`src/rtl/count_event_tracker.sv`:
```
// Tracks a 4-bit counter stream: classifies each valid step, extends the count across
// wrap-arounds and queues wrap/jump/rollover events for a valid/ready consumer.
module count_event_tracker #(
    parameter int EXT_W = 4,
    parameter int DEPTH = 4
) (
    input  logic               clock,
    input  logic               reset,
    input  logic               clear,
    input  logic [3:0]         count,
    input  logic               count_valid,
    output logic [EXT_W+3:0]   ext_count,
    output logic               step_up,
    output logic               step_down,
    output logic               step_hold,
    output logic               step_jump,
    output logic               evt_valid,
    input  logic               evt_ready,
    output logic [1:0]         evt_code,
    output logic [3:0]         evt_count,
    output logic               overflow
);

    localparam int AW = $clog2(DEPTH);
    localparam int PW = AW + 1;
    localparam int FW = PW + 1;

    typedef enum logic {EMPTY, TRACK} state_t;

    state_t             state_q;
    logic [3:0]         prev_q;
    logic [EXT_W-1:0]   ext_q;
    logic [EXT_W-1:0]   ext_d;
    logic               step_up_q, step_down_q, step_hold_q, step_jump_q;
    logic [PW-1:0]      wr_ptr_q, rd_ptr_q;
    logic               overflow_q;
    logic [5:0]         mem [DEPTH];

    logic [3:0]         delta;
    logic               classify, is_up, is_down, is_hold, is_jump;
    logic               wrap_up, wrap_down, roll;
    logic               push_first, push_second;
    logic [5:0]         entry_first;
    logic [PW-1:0]      level;
    logic [FW-1:0]      free;
    logic               pop, wr0_en, wr1_en, drop;
    logic [1:0]         push_cnt;
    logic [AW-1:0]      wa0, wa1;

    always_comb begin
        delta       = count - prev_q;
        classify    = count_valid && (state_q == TRACK);
        is_up       = classify && (delta == 4'd1);
        is_down     = classify && (delta == 4'hF);
        is_hold     = classify && (delta == 4'd0);
        is_jump     = classify && !is_up && !is_down && !is_hold;
        wrap_up     = is_up && (prev_q == 4'hF);
        wrap_down   = is_down && (prev_q == 4'h0);
        roll        = (wrap_up && (ext_q == {EXT_W{1'b1}})) ||
                      (wrap_down && (ext_q == {EXT_W{1'b0}}));

        ext_d = ext_q;
        if (wrap_up) begin
            ext_d = ext_q + EXT_W'(1);
        end else if (wrap_down) begin
            ext_d = ext_q - EXT_W'(1);
        end

        push_first  = wrap_up || wrap_down || is_jump;
        push_second = roll;
        entry_first = {2'd2, count};
        if (wrap_up) begin
            entry_first = {2'd0, count};
        end else if (wrap_down) begin
            entry_first = {2'd1, count};
        end

        // Free slots include the slot released by a same-cycle pop.
        level    = wr_ptr_q - rd_ptr_q;
        pop      = evt_valid && evt_ready;
        free     = FW'(DEPTH) - FW'(level) + FW'(pop);
        wr0_en   = push_first && (free != '0) && !clear;
        wr1_en   = push_second && (free >= FW'(2)) && !clear;
        drop     = (push_first && (free == '0)) || (push_second && (free < FW'(2)));
        push_cnt = {1'b0, wr0_en} + {1'b0, wr1_en};
        wa0      = wr_ptr_q[AW-1:0];
        wa1      = wr_ptr_q[AW-1:0] + AW'(1);
    end

    always_ff @(posedge clock or posedge reset) begin
        if (reset) begin
            state_q     <= EMPTY;
            prev_q      <= '0;
            ext_q       <= '0;
            step_up_q   <= 1'b0;
            step_down_q <= 1'b0;
            step_hold_q <= 1'b0;
            step_jump_q <= 1'b0;
            wr_ptr_q    <= '0;
            rd_ptr_q    <= '0;
            overflow_q  <= 1'b0;
        end else if (clear) begin
            state_q     <= EMPTY;
            prev_q      <= '0;
            ext_q       <= '0;
            step_up_q   <= 1'b0;
            step_down_q <= 1'b0;
            step_hold_q <= 1'b0;
            step_jump_q <= 1'b0;
            wr_ptr_q    <= '0;
            rd_ptr_q    <= '0;
            overflow_q  <= 1'b0;
        end else begin
            if (count_valid) begin
                prev_q  <= count;
                state_q <= TRACK;
            end
            if (classify) begin
                step_up_q   <= is_up;
                step_down_q <= is_down;
                step_hold_q <= is_hold;
                step_jump_q <= is_jump;
                ext_q       <= ext_d;
            end
            wr_ptr_q <= wr_ptr_q + PW'(push_cnt);
            rd_ptr_q <= rd_ptr_q + PW'(pop);
            if (drop) begin
                overflow_q <= 1'b1;
            end
        end
    end

    // Storage needs no reset: pointers alone define which entries are live.
    always_ff @(posedge clock) begin
        if (wr0_en) begin
            mem[wa0] <= entry_first;
        end
        if (wr1_en) begin
            mem[wa1] <= {2'd3, count};
        end
    end

    assign ext_count = {ext_q, prev_q};
    assign step_up   = step_up_q;
    assign step_down = step_down_q;
    assign step_hold = step_hold_q;
    assign step_jump = step_jump_q;
    assign evt_valid = (wr_ptr_q != rd_ptr_q);
    assign evt_code  = evt_valid ? mem[rd_ptr_q[AW-1:0]][5:4] : 2'd0;
    assign evt_count = evt_valid ? mem[rd_ptr_q[AW-1:0]][3:0] : 4'd0;
    assign overflow  = overflow_q;

endmodule

```
`config.mk`:
```
export PLATFORM = sky130hd
export DESIGN_NAME = count_event_tracker
export DESIGN_NICKNAME = d
export VERILOG_FILES = /design/src/rtl/count_event_tracker.sv
export SDC_FILE = /design/constraint.sdc
export NUM_CORES = 1
export LEC_CHECK = 0
export ABC_CLOCK_PERIOD_IN_PS = 4600
export BUFFER_PORTS_ARGS = -buffer_cell sky130_fd_sc_hd__buf_2
export CORE_MARGIN = 5
export CORE_UTILIZATION = 49
export DETAILED_ROUTE_END_ITERATION = 8
export GPL_TIMING_DRIVEN = 0
export PLACE_DENSITY = 0.69
export SLEW_MARGIN = 20
export SYNTH_ARGS = -nofsm -noshare
export SYNTH_HDL_FRONTEND = slang
export SYNTH_SLANG_ARGS = --single-unit
```
`constraint.sdc`:
```
create_clock -name clock -period 4.6 [get_ports clock]
set_clock_uncertainty 0.1 [all_clocks]
set_input_delay 0.46 -clock clock [delete_from_list [all_inputs] [get_ports clock]]
set_output_delay 0.46 -clock clock [all_outputs]
set_load 0.01 [all_outputs]
```
==> flow_summary.ini, run 1 <==
[worst_setup_path]
path_max_fanout = 9
slowest_stage = fa_1
worstReg2RegEnd = wr_ptr_q[2]
crit_family = adder cells
crit_type = reg2reg
cp.required_ns = 4.67
crit_cells = 14
cp.arrival_ns = 3.84
setup.worst_path.start = wr_ptr_q[0]
crit_buf_inv = 2
crit-reg2reg-launch = wr_ptr_q[0]
cp_common_cell = ha_1
reg2regPathDepth = 14
crit_chain = clkinv_1, ha_1, fa_1, ha_1, o211ai_1, mux2_4, nor2_8, a21oi_2, nand2_1, inv_1, fa_1, ha_1, xnor2_1, nor2_1
endpoint = wr_ptr_q[2]
endpoint_kind = register
cpPeakStageDelay_ns = 0.51
start_kind = register
rrSetupSlack_ns = 0.83

[die]
start_util_pct = 50.3
die_w_um = 85.0
io_pins = 29
die_h_um = 85.0
die-area_mm2 = 0.00722
core_area_mm2 = 0.00547
rows = 27

[logic_synthesis]
synth_edf_count = 16
yosysMostFrequentCell = nor2_1
syn_inst = 267
synth_common_cells = 29 x nor2_1, 20 x dfrtp_1, 20 x inv_1
synth_area_mm2 = 0.00275
synth.distinct_cells = 58
synthesis.nets = 291
ys_ff_latch = 44
post_synth.cell_area_avg_um2 = 10.3
ys_warn_count = 0
synthArstFlopShare_pct = 45.5
yosys-top-cells-area = dfrtp_1 18%, edfxtp_1 17%, dfxtp_1 5.8%, ha_1 5.0%, mux4_2 4.9%
synth_top_area_cell = dfrtp_1
yosys_most_used_dff = dfrtp_1
ys_seq_area_share_pct = 41.4
synth_top_area_share_pct = 18.2

[global_route]
grt_max_degree = 21
grtUsageTotal_pct = 17.3
grt_pass1_wl_um = 10200
grt_pass1_vias = 2110
antenna_found_initial = 0
grt-ovfl-total = 0

[place]
dp_slack_ns = 0.809
hpwl_um = 4370
numPortBuffers = 27
gp_routability_congestion = 0.817

[sta]
min_period_ns = 3.77
setup_slack_ns = 0.830
finalHoldViolCount = 0
rsz0062_at_grt = no
fin_setup_tns_ns = 0
fmax_mhz = 265
fin_crit_sh_pct = 82.0
worst-slew-pin-transition_ns = 0.780
maxSlewHeadroom_pct = 47.9
setup_violations = 0
drv_slew = 0

[run]
cap_violations = 0

[drt]
drtIter0Drc = 213
wl_per_cell_um = 15.7
ant_nets = 0
drt_wl_total_um = 5860
remaining_drc_errors = 0
vias = 2140
viasPerCell = 5.72
dr.pass1.iters = 4

[clocking]
cts_made_buffers = 5
tritoncts = built
cts_root_buf = clkbuf_8
post-cts-setup-buffers = 0
clockBufferDepth = 2
cts_sinks = 44
hold_buffers = 0
path_clk_slew_ns = 0.09
insertion_delay_ns = 0.30
cts_htree_levels = 2
post_cts_resized = 0

[layout]
final_nets = 325
antenna_cells = 0
fillCellCount = 506
drive_above_1_share_pct = 18.9
syn_to_final_growth_pct = 12.4

[pwr]
peakVddDrop_v = 0.000151
p_leak_nw = 1.32
powerDensity_mw_per_mm2 = 307
power_uw = 950

[hold_path]
hp-class = in2async

[run_status]
status = finished clean
layout by cell type, fill, tap and decap left out, types with 11 or more instances in the layout:
cell and count:
nor2_1 29, buf_2 27, inv_1 20, dfrtp_1 20
a21oi_1 16, nand2_1 16, edfxtp_1 16, clkbuf_1 12
nor2b_1 11, ha_1 11
power breakdown:
group	internal (mW)	switching (mW)	leakage (nW)
registers	0.424	0.0171	0.518
logic	0.0826	0.119	0.746
clock network	0.164	0.143	0.0548
total	0.671	0.279	1.32
state kept, by name, indices dropped and copies added, names as in the netlist:
name       flops
mem           24
state_q        1
wr_ptr_q       3
step_hold      1
prev_q         4
ext_q          4
overflow       1
step_jump      1
rd_ptr_q       3
step_up        1
step_down      1
cell families (layout without fill, tap and decap cells):
group                    Yosys count  after routing  synth area share (%)
XOR/XNOR                           9              9                  3.36
multiplexers                      13             13                  7.63
adder cells (fa/ha/maj)           15             15                  7.91
AND/OR/NAND/NOR                   91             91                  17.4
AO/OA/AOI/OAI                     58             58                  16.9
flip-flops                        44             44                  41.4
buffers and inverters             37             72                  5.45
final cells by class:
cell class | count | area, um^2 | share of cell area (%)
clock inverters | 3 | 46.3 | 1.50
clock buffers | 5 | 68.8 | 2.22
flip-flops and latches | 44 | 1140 | 36.9
inverters | 22 | 82.6 | 2.67
multi-input cells | 186 | 1460 | 47.3
plain buffers | 15 | 67.6 | 2.18
repair buffers | 27 | 135 | 4.37
well taps | 72 | 90.1 | 2.91
metal layers:
metal  routed length, um  global-route usage, %  part of all wire, %  up-vias
li1                    -                      -                    -     1042
met1                2710                   24.5                   46     1028
met2                2780                   27.3                   47       64
met3                 315                   3.50                  5.4        6
met4                  58                   4.17                 0.99        0
met5                   0                      0                    0        -
through the flow:
| step | instance area, um^2 | hold slack, ns | std cells | util (%) |
|---|---|---|---|---|
| after floorplan | 2750 | 0.324 | 267 | - |
| after global placement | 2980 | 0.363 | 366 | 54.4 |
| after detailed placement | 2980 | 0.367 | 366 | 54.4 |
| after CTS | 3090 | 0.221 | 374 | 56.5 |
| after global routing | 3090 | 0.263 | 374 | 56.5 |
| final | 3090 | 0.183 | 374 | 56.5 |
how the worst min path moves through the flow:
stage / cells past startpoint / slack [ns] / endpoint
after floorplan: 1 / 0.32 / ext_q[0]
after global placement: 2 / 0.36 / mem[1][4]
after detailed placement: 2 / 0.37 / mem[1][4]
after CTS: 2 / 0.22 / rd_ptr_q[0]
after global routing: 2 / 0.26 / prev_q[2]
final: 2 / 0.18 / rd_ptr_q[0]
(Power assumes the default switching activity.)
==> run 2, diff against run 1 <==
--- a/config.mk
+++ b/config.mk
@@ -5,7 +5,7 @@
 export SDC_FILE = /design/constraint.sdc
 export NUM_CORES = 1
 export LEC_CHECK = 0
-export ABC_CLOCK_PERIOD_IN_PS = 4600
+export ABC_CLOCK_PERIOD_IN_PS = 3700
 export BUFFER_PORTS_ARGS = -buffer_cell sky130_fd_sc_hd__buf_2
 export CORE_MARGIN = 5
 export CORE_UTILIZATION = 49
==> constraint.sdc (replaced) <==
create_clock -name clock -period 3.7 [get_ports clock]
set_clock_uncertainty 0.1 [all_clocks]
set_input_delay 0.37 -clock clock [delete_from_list [all_inputs] [get_ports clock]]
set_output_delay 0.37 -clock clock [all_outputs]
set_load 0.01 [all_outputs]
==> run 2 against run 1 <==
Register-to-register slack got worse by 0.58 ns. Critical path type unchanged. Clock power increased by 25%. Total power increased by 25%. Die area unchanged. Setup slack got worse by 0.58 ns.
==> flow_summary.ini, run 2 (synthesized netlist as in run 1, its figures left out) <==
[run_status]
status = finished clean

[sta]
rsz0062_at_grt = no
fin_crit_sh_pct = 93.3
finalHoldViolCount = 0
drv_slew = 0
worst-slew-pin-transition_ns = 0.787
setup_violations = 0
min_period_ns = 3.45
fmax_mhz = 290
maxSlewHeadroom_pct = 47.5
whs_ns = 0.0944

[global_route]
grt_pass1_wl_um = 10200
grt-ovfl-total = 0
grtUsageTotal_pct = 17.3
antenna_found_initial = 0
grt_max_degree = 21
grt_pass1_vias = 2110

[layout]
largest_register_ff_count = 24
drive_above_1_share_pct = 20.7
final_common_cell = nor2_1
layout.cells.non_filler = 376
final_cell_mix = 29 x nor2_1, 27 x buf_2, 20 x inv_1
antenna_cells = 0
largestRegisters = mem (24), ext_q (4), prev_q (4)
finish.utilization_pct = 57.0
final_nets = 327
syn_to_final_growth_pct = 13.3
regMostFlops = mem
fillCellCount = 506

[clocking]
insertion_delay_ns = 0.30
tritoncts = built
cts_made_buffers = 5
cts_sinks = 44
cts_htree_levels = 2
clockBufferDepth = 2
path_clk_slew_ns = 0.09
cts_root_buf = clkbuf_8

[die]
rows = 27
io_pins = 29
start_util_pct = 50.3
die_w_um = 85.0
die_h_um = 85.0
core_area_mm2 = 0.00547
die-area_mm2 = 0.00722

[worst_setup_path]
crit_type = reg2reg
path_max_fanout = 8
reg2regPathDepth = 13
crit-reg2reg-launch = prev_q[0]
cp.required_ns = 3.77
crit_chain = ha_1, inv_1, fa_1, xor2_1, or4_4, a41o_1, buf_4, nand2_2, inv_1, fa_1, ha_1, xnor2_1, nor2_1
start_kind = register
rrSetupSlack_ns = 0.25
slowest_stage = or4_4
worstReg2RegEnd = wr_ptr_q[2]
cp.arrival_ns = 3.52
cpPeakStageDelay_ns = 0.58
endpoint_kind = register

[drt]
dr.pass1.iters = 4
drt_wl_total_um = 5890
ant_nets = 0
remaining_drc_errors = 0
wl_per_cell_um = 15.7
viasPerCell = 5.73
drtIter0Drc = 252
vias = 2156

[pwr]
powerDensity_mw_per_mm2 = 380
p_leak_nw = 1.33
peakVddDrop_v = 0.000186

[place]
post-place-cells = 366
gp_routability_congestion = 0.817
numPortBuffers = 27
hpwl_um = 4370

[hold_path]
hp-class = in2async

[run]
cap_violations = 0
[run 2: metal layers]
layer	global-route usage [%]	wire length (um)	vias up
met5	0	0	-
met4	4.17	58	0
met3	3.50	284	6
met2	27.3	2770	67
met1	24.5	2770	1032
li1	-	-	1051
[run 2: how the worst max path moves through the flow]
stage	slack [ns]	from	to
4_1_cts	0.01	wr_ptr_q[1]	wr_ptr_q[2]
2_1_floorplan	0.33	wr_ptr_q[0]	wr_ptr_q[1]
3_3_place_gp	-0.02	wr_ptr_q[0]	wr_ptr_q[2]
3_5_place_dp	-0.05	wr_ptr_q[0]	wr_ptr_q[2]
5_1_grt	0.01	prev_q[0]	wr_ptr_q[2]
6_report	0.25	prev_q[0]	wr_ptr_q[2]
[run 2: layout make-up]
type	instances	area (um^2)	share of cell area (%)
Timing Repair Buffer	29	150	4.81
Multi-Input combinational cell	186	1470	47.0
Sequential cell	44	1140	36.6
Tap cell	72	90.1	2.89
Clock buffer	5	68.8	2.21
Buffer	15	67.6	2.17
Clock inverter	3	46.3	1.48
Inverter	22	88.8	2.85
[run 2: stage by stage]
step	area (um^2)	setup WS, ns	power, mW	TNS, ns
after floorplan	2750	0.333	0.747	0
after global placement	2980	-0.0152	0.805	-0.0152
after detailed placement	2980	-0.0522	0.811	-0.0948
after CTS	3100	0.0148	1.19	0
after global routing	3120	0.0110	1.25	0
final	3120	0.249	1.18	0
[run 2: critical path: cells and delay by family (launching register included)]
kind	cells	cell delay, ns
compound gates	1	0.27
fa+ha+maj	4	1.17
flops	1	0.42
simple gates	3	0.74
xor+xnor	2	0.33
buf+inv	3	0.29
[run 2: where the power goes]
| group | total (mW) | switching [mW] | internal (mW) |
|---|---|---|---|
| Combinational | 0.253 | 0.149 | 0.103 |
| Sequential | 0.549 | 0.0215 | 0.528 |
| Clock | 0.383 | 0.179 | 0.204 |
| Total | 1.18 | 0.350 | 0.835 |
[run 2: repair_timing]
action                     CTS  global route
setup buffers                0             2
setup endpoints to repair    2             7
gates cloned                 0             0
hold buffers                 0             0
gates resized for setup      1             4
